## src/rtl/numbers_pkg.sv

```systemverilog
// Shared types and helpers for the numbers parity receive path.
// No logic of its own: state encoding, output flag bundle, saturating counter step.
// Not applicable (no handshake here).
package numbers_pkg;

    localparam int CNT_W = 8;

    typedef enum logic [1:0] {
        IDLE,
        DATA,
        PARITY
    } rx_state_t;

    typedef struct packed {
        logic par_err;
        logic all_ones;
        logic any_one;
    } rx_flags_t;

    function automatic logic [CNT_W-1:0] sat_inc(input logic [CNT_W-1:0] v);
        return (v == {CNT_W{1'b1}}) ? v : CNT_W'(v + 1'b1);
    endfunction

endpackage

```

## src/rtl/numbers_parity_rx_buf.sv

```systemverilog
// One-entry holding register for completed frames, with drop counting.
// Latency: a loaded word is visible the cycle after in_vld.
// Backpressure: loads when empty or popped the same cycle; otherwise the new frame is dropped.
module numbers_parity_rx_buf
    import numbers_pkg::*;
#(
    parameter int DATA_W = 8
) (
    input  logic              clk,
    input  logic              rst_n,
    input  logic              in_vld,
    input  logic [DATA_W-1:0] in_dat,
    input  rx_flags_t         in_flg,
    input  logic              out_rdy,
    output logic              out_vld,
    output logic [DATA_W-1:0] out_dat,
    output rx_flags_t         out_flg,
    output logic [CNT_W-1:0]  drop_cnt
);

    logic              vld_q, vld_d;
    logic [DATA_W-1:0] dat_q, dat_d;
    rx_flags_t         flg_q, flg_d;
    logic [CNT_W-1:0]  drop_q, drop_d;

    always_comb begin
        vld_d  = vld_q;
        dat_d  = dat_q;
        flg_d  = flg_q;
        drop_d = drop_q;
        if (in_vld && (!vld_q || out_rdy)) begin
            vld_d = 1'b1;
            dat_d = in_dat;
            flg_d = in_flg;
        end else if (in_vld) begin
            drop_d = sat_inc(drop_q);
        end else if (out_rdy) begin
            vld_d = 1'b0;
        end
    end

    always_ff @(posedge clk or negedge rst_n) begin
        if (!rst_n) begin
            vld_q  <= 1'b0;
            dat_q  <= '0;
            flg_q  <= '0;
            drop_q <= '0;
        end else begin
            vld_q  <= vld_d;
            dat_q  <= dat_d;
            flg_q  <= flg_d;
            drop_q <= drop_d;
        end
    end

    assign out_vld  = vld_q;
    assign out_dat  = dat_q;
    assign out_flg  = flg_q;
    assign drop_cnt = drop_q;

endmodule

```

## src/rtl/numbers_parity_rx.sv

```systemverilog
// Serial LSB-first receiver of parity-protected words with AND/OR/XOR reduction flags.
// Latency: out_valid rises the cycle after the parity bit is sampled.
// Backpressure: none on the serial side; frames completing into a full, unpopped buffer are dropped.
module numbers_parity_rx
    import numbers_pkg::*;
#(
    parameter int DATA_W     = 8,
    parameter bit ODD_PARITY = 1'b0
) (
    input  logic              clk,
    input  logic              rst_n,
    input  logic              in_valid,
    input  logic              in_bit,
    input  logic              in_sof,
    output logic              out_valid,
    input  logic              out_ready,
    output logic [DATA_W-1:0] out_data,
    output logic              out_par_err,
    output logic              out_all_ones,
    output logic              out_any_one,
    output logic [CNT_W-1:0]  drop_cnt,
    output logic [CNT_W-1:0]  abort_cnt
);

    localparam int IDX_W = $clog2(DATA_W);

    rx_state_t         state_q, state_d;
    logic [IDX_W-1:0]  idx_q, idx_d;
    logic [DATA_W-1:0] sh_q, sh_d;
    logic              acc_and_q, acc_and_d;
    logic              acc_or_q, acc_or_d;
    logic              acc_xor_q, acc_xor_d;
    logic [CNT_W-1:0]  abort_q, abort_d;
    logic              frame_vld;
    rx_flags_t         frame_flg;
    rx_flags_t         buf_flg;

    always_comb begin
        state_d   = state_q;
        idx_d     = idx_q;
        sh_d      = sh_q;
        acc_and_d = acc_and_q;
        acc_or_d  = acc_or_q;
        acc_xor_d = acc_xor_q;
        abort_d   = abort_q;
        frame_vld = 1'b0;
        frame_flg.par_err  = acc_xor_q ^ in_bit ^ ODD_PARITY;
        frame_flg.all_ones = acc_and_q;
        frame_flg.any_one  = acc_or_q;

        if (in_valid) begin
            if (in_sof) begin
                // A start-of-frame always wins, restarting any frame in flight.
                if (state_q != IDLE) begin
                    abort_d = sat_inc(abort_q);
                end
                state_d   = DATA;
                idx_d     = IDX_W'(1);
                sh_d      = {in_bit, sh_q[DATA_W-1:1]};
                acc_and_d = in_bit;
                acc_or_d  = in_bit;
                acc_xor_d = in_bit;
            end else begin
                unique case (state_q)
                    DATA: begin
                        sh_d      = {in_bit, sh_q[DATA_W-1:1]};
                        acc_and_d = acc_and_q & in_bit;
                        acc_or_d  = acc_or_q | in_bit;
                        acc_xor_d = acc_xor_q ^ in_bit;
                        idx_d     = IDX_W'(idx_q + 1'b1);
                        if (idx_q == IDX_W'(DATA_W - 1)) begin
                            state_d = PARITY;
                        end
                    end
                    PARITY: begin
                        frame_vld = 1'b1;
                        state_d   = IDLE;
                    end
                    default: begin
                        state_d = IDLE;
                    end
                endcase
            end
        end
    end

    always_ff @(posedge clk or negedge rst_n) begin
        if (!rst_n) begin
            state_q   <= IDLE;
            idx_q     <= '0;
            sh_q      <= '0;
            acc_and_q <= 1'b0;
            acc_or_q  <= 1'b0;
            acc_xor_q <= 1'b0;
            abort_q   <= '0;
        end else begin
            state_q   <= state_d;
            idx_q     <= idx_d;
            sh_q      <= sh_d;
            acc_and_q <= acc_and_d;
            acc_or_q  <= acc_or_d;
            acc_xor_q <= acc_xor_d;
            abort_q   <= abort_d;
        end
    end

    numbers_parity_rx_buf #(
        .DATA_W (DATA_W)
    ) u_buf (
        .clk      (clk),
        .rst_n    (rst_n),
        .in_vld   (frame_vld),
        .in_dat   (sh_q),
        .in_flg   (frame_flg),
        .out_rdy  (out_ready),
        .out_vld  (out_valid),
        .out_dat  (out_data),
        .out_flg  (buf_flg),
        .drop_cnt (drop_cnt)
    );

    assign out_par_err  = buf_flg.par_err;
    assign out_all_ones = buf_flg.all_ones;
    assign out_any_one  = buf_flg.any_one;
    assign abort_cnt    = abort_q;

endmodule

```

## config.mk

```make
export PLATFORM = sky130hd
export DESIGN_NAME = numbers_parity_rx
export DESIGN_NICKNAME = d
export VERILOG_FILES = /design/src/rtl/numbers_pkg.sv /design/src/rtl/numbers_parity_rx_buf.sv /design/src/rtl/numbers_parity_rx.sv
export SDC_FILE = /design/constraint.sdc
export NUM_CORES = 1
export LEC_CHECK = 0
export CORE_ASPECT_RATIO = 2
export CORE_UTILIZATION = 40
export CTS_CLUSTER_DIAMETER = 200
export DETAILED_ROUTE_END_ITERATION = 7
export GPL_ROUTABILITY_DRIVEN = 0
export PLACE_DENSITY = 0.7
export SYNTH_ARGS = -nofsm -noshare
export SYNTH_HDL_FRONTEND = slang
export SYNTH_HIERARCHICAL = 1
export SYNTH_SLANG_ARGS = --single-unit
```

## constraint.sdc

```tcl
create_clock -name clk -period 4.1 [get_ports clk]
set_clock_uncertainty 0.1 [all_clocks]
set_input_delay 0.615 -clock clk [delete_from_list [all_inputs] [get_ports clk]]
set_output_delay 0.615 -clock clk [all_outputs]
set_load 0.03 [all_outputs]
```

======== Word level (Yosys, flattened, before mapping) ========
Cells that the tools add are included.
word-level totals
  input port bits ......................... 6
  register bits ........................... 44
operators by class
  eq/ne operators ......................... 7
  add/sub/neg operators ................... 3
  reductions and logical operators ........ 11
  bitwise operators ....................... 6
  muxes and demuxes ....................... 19
operators with widths
  kind                                                              number
  8-bit by 1-bit adder with 8-bit output (second input constant)    2
  8-bit == test (second input constant)                             2
  8-bit two-way mux                                                 2
  1-bit two-way mux                                                 12
  2-bit two-way mux                                                 3
  3-bit two-way mux                                                 2
  2-bit AND reduction                                               3
  2-bit nonzero test                                                3
  4-bit AND reduction                                               1
  3-bit by 1-bit adder with 3-bit output (second input constant)    1
  3-bit == test (second input constant)                             1
  3-bit != test (second input constant)                             1
  1-bit NOT                                                         3
  3-bit AND reduction                                               1
  2-bit by 1-bit == test with 1-bit output (second input constant)  1
  2-bit == test (second input constant)                             1
  2-bit != test (second input constant)                             1
  1-bit AND                                                         1
  1-bit logical AND                                                 1
  1-bit logical NOT                                                 1
  1-bit logical OR                                                  1
  1-bit OR                                                          1
  1-bit bitwise XOR                                                 1

======== Logic depth before layout (Yosys ltp) ========
Gate-level depths: netlist of the first run.
  depth after elaboration ................. 7
  mapped depth ............................ 6
  depth with buffers taken out ............ 5

======== Modules after synthesis ========
The synthesis of the first run kept the hierarchy.
modules (own cells, without submodules)
  module                 cells each  area each (µm²)  instances
  numbers_parity_rx      87          1,076.0          1
  numbers_parity_rx_buf  62          877.1            1

======== Worst setup path before layout of the first run ========
No wires, ideal clock.
  path kind ............................... input to register
  start ................................... input port in_sof
  end ..................................... register u_buf.drop_q[6] (netlist: u_buf/drop_cnt[6])
  setup time .............................. 0.125 ns
  stages .................................. 6
  setup slack ............................. 1.937 ns
  path buffers ............................ 2
  arrival ................................. 1.938 ns
  data required time ...................... 3.875 ns
  cell sequence ........................... buf_4 > nor4b_1 > and3b_1 > buf_6 > nor3b_2 > mux2_4
between the ends
  word-level cells in the longest chain between the ends .. 5
RTL lines
  element                                   line                         text
  from (decl)                               numbers_parity_rx.sv:14      input logic in_sof,
  1-bit two-way mux (*)                     numbers_parity_rx.sv:52      if (in_sof) begin
  1-bit two-way mux (*)                     numbers_parity_rx.sv:51      if (in_valid) begin
  via frame_vld                             numbers_parity_rx.sv:34      logic frame_vld;
  1-bit logical AND                         numbers_parity_rx_buf.sv:31  if (in_vld && (!vld_q || out_rdy)) begin
  1-bit NOT (no source line)                --
  3-bit AND reduction (no source line) (*)  --
  to (signal assigned)                      numbers_parity_rx_buf.sv:52  drop_q <= drop_d;
  to (decl)                                 numbers_parity_rx_buf.sv:24  logic [CNT_W-1:0] drop_q, drop_d;
The timed path passes the listed nets; every way through them passes the cells marked *.
A chain may end at the register's enable or synchronous reset.

======== Worst setup path in the final report of the first run ========
  start ................................... input port in_valid
  end ..................................... register u_buf.drop_q[6] (netlist: u_buf/drop_cnt[6])
between the ends
  word-level cells in the longest chain between the ends .. 4
RTL lines
  element                                   line                         text
  from (decl)                               numbers_parity_rx.sv:12      input logic in_valid,
  1-bit two-way mux (*)                     numbers_parity_rx.sv:51
  via frame_vld                             numbers_parity_rx.sv:34
  1-bit logical AND                         numbers_parity_rx_buf.sv:31
  1-bit NOT (no source line)                --
  3-bit AND reduction (no source line) (*)  --
Marked as above.

==> results of run 1 <==
-- cells by family after synthesis --
logic type      Yosys count
flops                    44
simple gates             40
mux                      23
compound gates           17
xor+xnor                 13
buf+inv                   8
fa+ha+maj                 4
-- layout by cell type (no fill, tap or decap), types with 2 or more instances in the layout --
master / count
nand2_1: 15
inv_1: 4
xnor2_1: 10
o211ai_1: 3
nand4_1: 4
nand2b_1: 3
ha_1: 4
clkinv_2: 2
o22ai_1: 2
mux2_1: 3
nor2_1: 3
nand3_1: 2
and3_1: 5
dfrtp_1: 44
o21ai_0: 2
a21oi_1: 2
clkbuf_8: 5
clkdlybuf4s50_1: 32
xor2_1: 3
a22oi_1: 2
mux2_2: 19
-- worst min path at each step --
stage | start | endpoint | slack [ns] | depth (start not counted)
after floorplan | rst_n | abort_cnt[0] | 0.22 | 0
after global placement | acc_or_q | acc_or_q | 0.36 | 2
final | rst_n | idx_q[1] | 0.36 | 1
after CTS | acc_or_q | acc_or_q | 0.39 | 2
after global routing | acc_or_q | acc_or_q | 0.41 | 2
after detailed placement | acc_or_q | acc_or_q | 0.37 | 2
-- flip-flops by register name, summed over array words and instances (netlist names) --
| signal | flops |
|---|---|
| sh_q | 8 |
| u_buf/drop_cnt | 8 |
| u_buf/out_dat | 8 |
| acc_and_q | 1 |
| u_buf/out_vld | 1 |
| acc_xor_q | 1 |
| u_buf/out_flg | 3 |
| abort_cnt | 8 |
| acc_or_q | 1 |
| idx_q | 3 |
| state_q | 2 |
-- power by group --
part | switching (µW) | internal [µW]
logic | 164 | 153
registers | 77.0 | 520
clock network | 142 | 119
total | 383 | 792
-- metrics by stage --
step	worst slack [ns]	hold WS [ns]
3_5_place_dp	1.15	0.368
5_1_grt	1.33	0.414
4_1_cts	1.46	0.391
6_report	1.42	0.356
2_1_floorplan	1.94	0.219
3_3_place_gp	1.22	0.362
-- metal layers --
layer / GRT usage / vias up / wire length [µm]
li1: - / 596 / -
met1: 0.169 / 651 / 1340
met2: 0.280 / 34 / 1920
met3: 0.0317 / 6 / 123
met4: 0.0624 / 0 / 68
met5: 0 / - / 0
-- critical path, cell delays in order --
cell	delay (ns)
clkdlybuf4s50_1	0.75
nor4b_1	0.45
and3b_1	0.36
nor3b_2	0.26
mux2_4	0.32
-- layout make-up --
type / instances / area share
timing repair buffer: 33 / 0.135
clock inverter: 3 / 0.00781
inverter: 4 / 0.00625
multi-input combinational: 97 / 0.335
sequential: 44 / 0.458
tap: 55 / 0.0286
clock buffer: 5 / 0.0286
==> results.toml, run 1 <==
[worst_setup_path]
crit_path_end_kind = "flop"
cp.required_ns = 4.18
reg2reg_slack_ns = 1.95
start_kind = "input pin"
timing.rr.start = "state_q[1]"
crit_path_start = "in_valid"
r2r-end = "u_buf/drop_cnt[6]"
crit_type = "in2reg"
arrival_ns = 2.76
critPathMaxFanout = 13
critical_path.endpoint = "u_buf/drop_cnt[6]"
worstRegToRegCells = 5

[grt]
track_usage = 0.155
grt_pass1_wl_um = 6070
grt_pass1_vias = 1370
grt-ovfl-total = 0
grt_max_degree = 45
antenna_found_initial = 0

[clock_tree]
holdBufCountCts = 0
clock_path_buffers = 2
cts.htree.levels = 2
postCtsSetupBuffers = 0
cts-root-buf = "clkbuf_8"
clkTransAtPathRegs_ns = 0.08
cts_buffers = 5
clkLatencyLatePin_ns = 0.29
ctsResizeCount = 0
clock_sinks = 44
cts_tree = "built"

[route]
drtAntennaViolNets = 0
dr.pass1.iters = 4
vias = 1287
drtIter0Drc = 15
wl_per_cell_um = 14.3
drt_wl_total_um = 3450
drc = 0
viasPerCell = 5.34

[yosys]
synth_fp_nets = 159
synth-simple-area-share = 0.119
synthMostInstantiatedCell = "dfrtp_1"
synth_cells = 149
synth_area_leaders = "dfrtp_1 56%, mux2_2 11%, xnor2_1 4.5%"
yosys_warnings = 6
yosys.area.top_type = "dfrtp_1"
synthAdderAreaFrac = 0.0256
ys_types = 36
synth-seq-area-share = 0.564
synth_edf_count = 0
synthFlopType = "dfrtp_1"
synth.avg_cell_area_um2 = 13.1
async_flop_share = 1.00
synthMuxAreaShare = 0.135
yosys_register_bits = 44
syn-cell-area_um2 = 1950
synth_common_cells = "44 x dfrtp_1, 19 x mux2_2, 15 x nand2_1, 10 x xnor2_1, 5 x and3_1"
synth_top_family_by_area = "multiplexers"
synthXorXnorAreaFrac = 0.0583
synth_top_area_frac = 0.564
synth-compound-area-share = 0.0750

[floorplanning]
dieHeight_um = 101
die_area_um2 = 5180
core_area_um2 = 4640
start_util = 0.421
std_cell_rows = 35
fp.dieW_um = 51.4
design.portCount = 34

[pwr]
power_density_nw_per_um2 = 489
total_leakage_power_uw = 0.00109
ir_worst_vdd_mv = 0.379
p_total_uw = 1170

[layout]
finish.utilization = 0.518
final_area_um2 = 2400
drive_gt1_frac = 0.194
n_antenna_cell = 0
stdcell_count = 241
seq_area_um2 = 1100
multiInputGateArea_um2 = 806
fill_cells = 454
finalNetCount = 195
syn2layout_area_growth_pct = 23.1

[worst_hold_path]
hold_path.class = "in2async"

[sta]
rsz0062_at_grt = "no"
fin_tns_setup_ns = 0
max_clock_freq_ghz = 0.373
setup_viol = 0
finalWorstPathRequiredPeriod_ns = 2.68
worst_pin_slew_ns = 0.938
final.period_utilization = 0.653
hold_viol = 0
slew_headroom = 0.374
final-max-slew-violation-count = 0

[placed_design]
hpwl_um = 2570
dp_cells = 233
port_buffers = 33
place_area_um2 = 2320

[job]
cap_viol_max_count = 0

[outcome]
outcome = "complete, no violations"
Note: power is estimated with default switching activity, not from simulation.
==> inputs of run 2 (changes only) <==
--- a/config.mk
+++ b/config.mk
@@ -10,7 +10,7 @@
 export CTS_CLUSTER_DIAMETER = 200
 export DETAILED_ROUTE_END_ITERATION = 7
 export GPL_ROUTABILITY_DRIVEN = 0
-export PLACE_DENSITY = 0.7
+export PLACE_DENSITY = 0.73
 export SYNTH_ARGS = -nofsm -noshare
 export SYNTH_HDL_FRONTEND = slang
 export SYNTH_HIERARCHICAL = 1
==> constraint.sdc (replaced) <==
create_clock -name clk -period 2.3 [get_ports clk]
set_clock_uncertainty 0.1 [all_clocks]
set_input_delay 0.345 -clock clk [delete_from_list [all_inputs] [get_ports clk]]
set_output_delay 0.345 -clock clk [all_outputs]
set_load 0.03 [all_outputs]
==> run 2 against run 1 <==
Against the previous run:
- power is 92% higher
- non-clock buffer count is 5 higher
- sequential cell count did not move
- die area did not move
- design area up 3.0%
- hold slack got worse by 0.35 ns
- register-to-register slack lost 1.7 ns
- largest power group unchanged
- highest routed layer unchanged
==> results.toml, run 2 (synthesized netlist as in run 1, its figures left out) <==
[placed_design]
hpwl_um = 2670
post-place-ws_ns = -0.0140
dp_cells = 238
port_buffers = 33

[worst_setup_path]
cp.required_ns = 2.37
cp_slowest_cell = "dfrtp_1"
crit_path_cell_trace = "inv_1 -> nor4b_1 -> buf_4 -> and3b_1 -> nor3b_2 -> mux2_4"
cpPeakStageDelay_ns = 0.44
crit_path_end_kind = "flop"
start_kind = "flop"
critPathMaxFanout = 5
arrival_ns = 2.15
worstRegToRegCells = 6
crit_type = "reg2reg"

[route]
drtIter0Drc = 22
drc = 0
wl_per_cell_um = 14.5
drtAntennaViolNets = 0
dr.pass1.iters = 3
drt_wl_total_um = 3560
viasPerCell = 5.21
vias = 1282

[grt]
grt_max_degree = 45
antenna_found_initial = 0
grt_pass1_wl_um = 6200
grt-ovfl-total = 0
grt_pass1_vias = 1358
track_usage = 0.158

[job]
cap_viol_max_count = 0

[sta]
slew_headroom = 0.637
setup_viol = 0
worst_hold_slack_ns = 0.00723
worst_pin_slew_ns = 0.545
final-max-slew-violation-count = 0
finalWorstPathRequiredPeriod_ns = 2.08
final.period_utilization = 0.903
rsz0062_at_grt = "no"
max_clock_freq_ghz = 0.482
hold_viol = 0
worst_slack_ns = 0.224
fin_tns_setup_ns = 0

[floorplanning]
dieHeight_um = 101
start_util = 0.421
die_area_um2 = 5180
design.portCount = 34
core_area_um2 = 4640
std_cell_rows = 35
fp.dieW_um = 51.4

[layout]
final_cell_mix = "44 x dfrtp_1, 32 x clkdlybuf4s50_1, 19 x mux2_2"
layout_commonest_cell = "dfrtp_1"
syn2layout_area_growth_pct = 26.7
drive_gt1_frac = 0.215
finalNetCount = 200
stdcell_count = 246
n_antenna_cell = 0

[pwr]
total_leakage_power_uw = 0.00113
p_total_uw = 2250
ir_worst_vdd_mv = 0.701
power_density_nw_per_um2 = 911

[clock_tree]
cts_tree = "built"
clkTransAtPathRegs_ns = 0.08
clock_sinks = 44
clkLatencyLatePin_ns = 0.29
holdBufCountCts = 0
postCtsSetupBuffers = 0
cts.htree.levels = 2
ctsResizeCount = 0
cts_buffers = 5
clock_path_buffers = 2
cts-root-buf = "clkbuf_8"

[outcome]
outcome = "complete, no violations"

[worst_hold_path]
hold_path.class = "in2async"
==> run 2: cell types whose count changed in the layout (fill, tap and decap cells not counted), sizes merged <==
cell    delta
clkbuf     +1
bufinv     +1
buf        +5
clkinv     -2
==> run 2: layout make-up <==
cell class,instances,area [µm²]
Fill cell,449,2170
Sequential cell,44,1100
Multi-Input combinational cell,97,806
Timing Repair Buffer,38,363
Clock buffer,6,82.6
Tap cell,55,68.8
Clock inverter,2,38.8
Inverter,4,15.0
==> run 2: final timing paths <==
kind | slack, ns | start | end
worst max register to register | 0.22 | state_q[1] | u_buf/drop_cnt[6]
min in group clk | 0.39 | acc_or_q | acc_or_q
worst min-delay path | 0.007 | rst_n | u_buf/drop_cnt[5]
worst max-delay path | 0.22 | state_q[1] | u_buf/drop_cnt[6]
max in group asynchronous | 1.71 | rst_n | u_buf/out_dat[4]
worst min register to register | 0.39 | acc_or_q | acc_or_q
==> run 2: per-stage QoR <==
stage,area [µm²],util
after floorplan,1950,-
after global placement,2350,0.507
after detailed placement,2350,0.507
after CTS,2470,0.533
after global routing,2470,0.533
final,2470,0.533
==> run 2: metal layers <==
layer	GRT usage	wire, µm
met1	0.162	1380
met2	0.294	1960
met3	0.0452	159
met4	0.0499	52
met5	0	0
==> run 2: report_power, final <==
| part | switching, µW | internal (µW) |
|---|---|---|
| Sequential | 140 | 927 |
| Clock | 261 | 355 |
| Combinational | 294 | 277 |
==> run 2: worst max-delay path, delay by kind of cell (launching register included) <==
| family | cells | cell delay, ns |
|---|---|---|
| and+or+nand+nor | 3 | 0.83 |
| DFF | 1 | 0.44 |
| muxes | 1 | 0.32 |
| buffers and inverters | 2 | 0.28 |
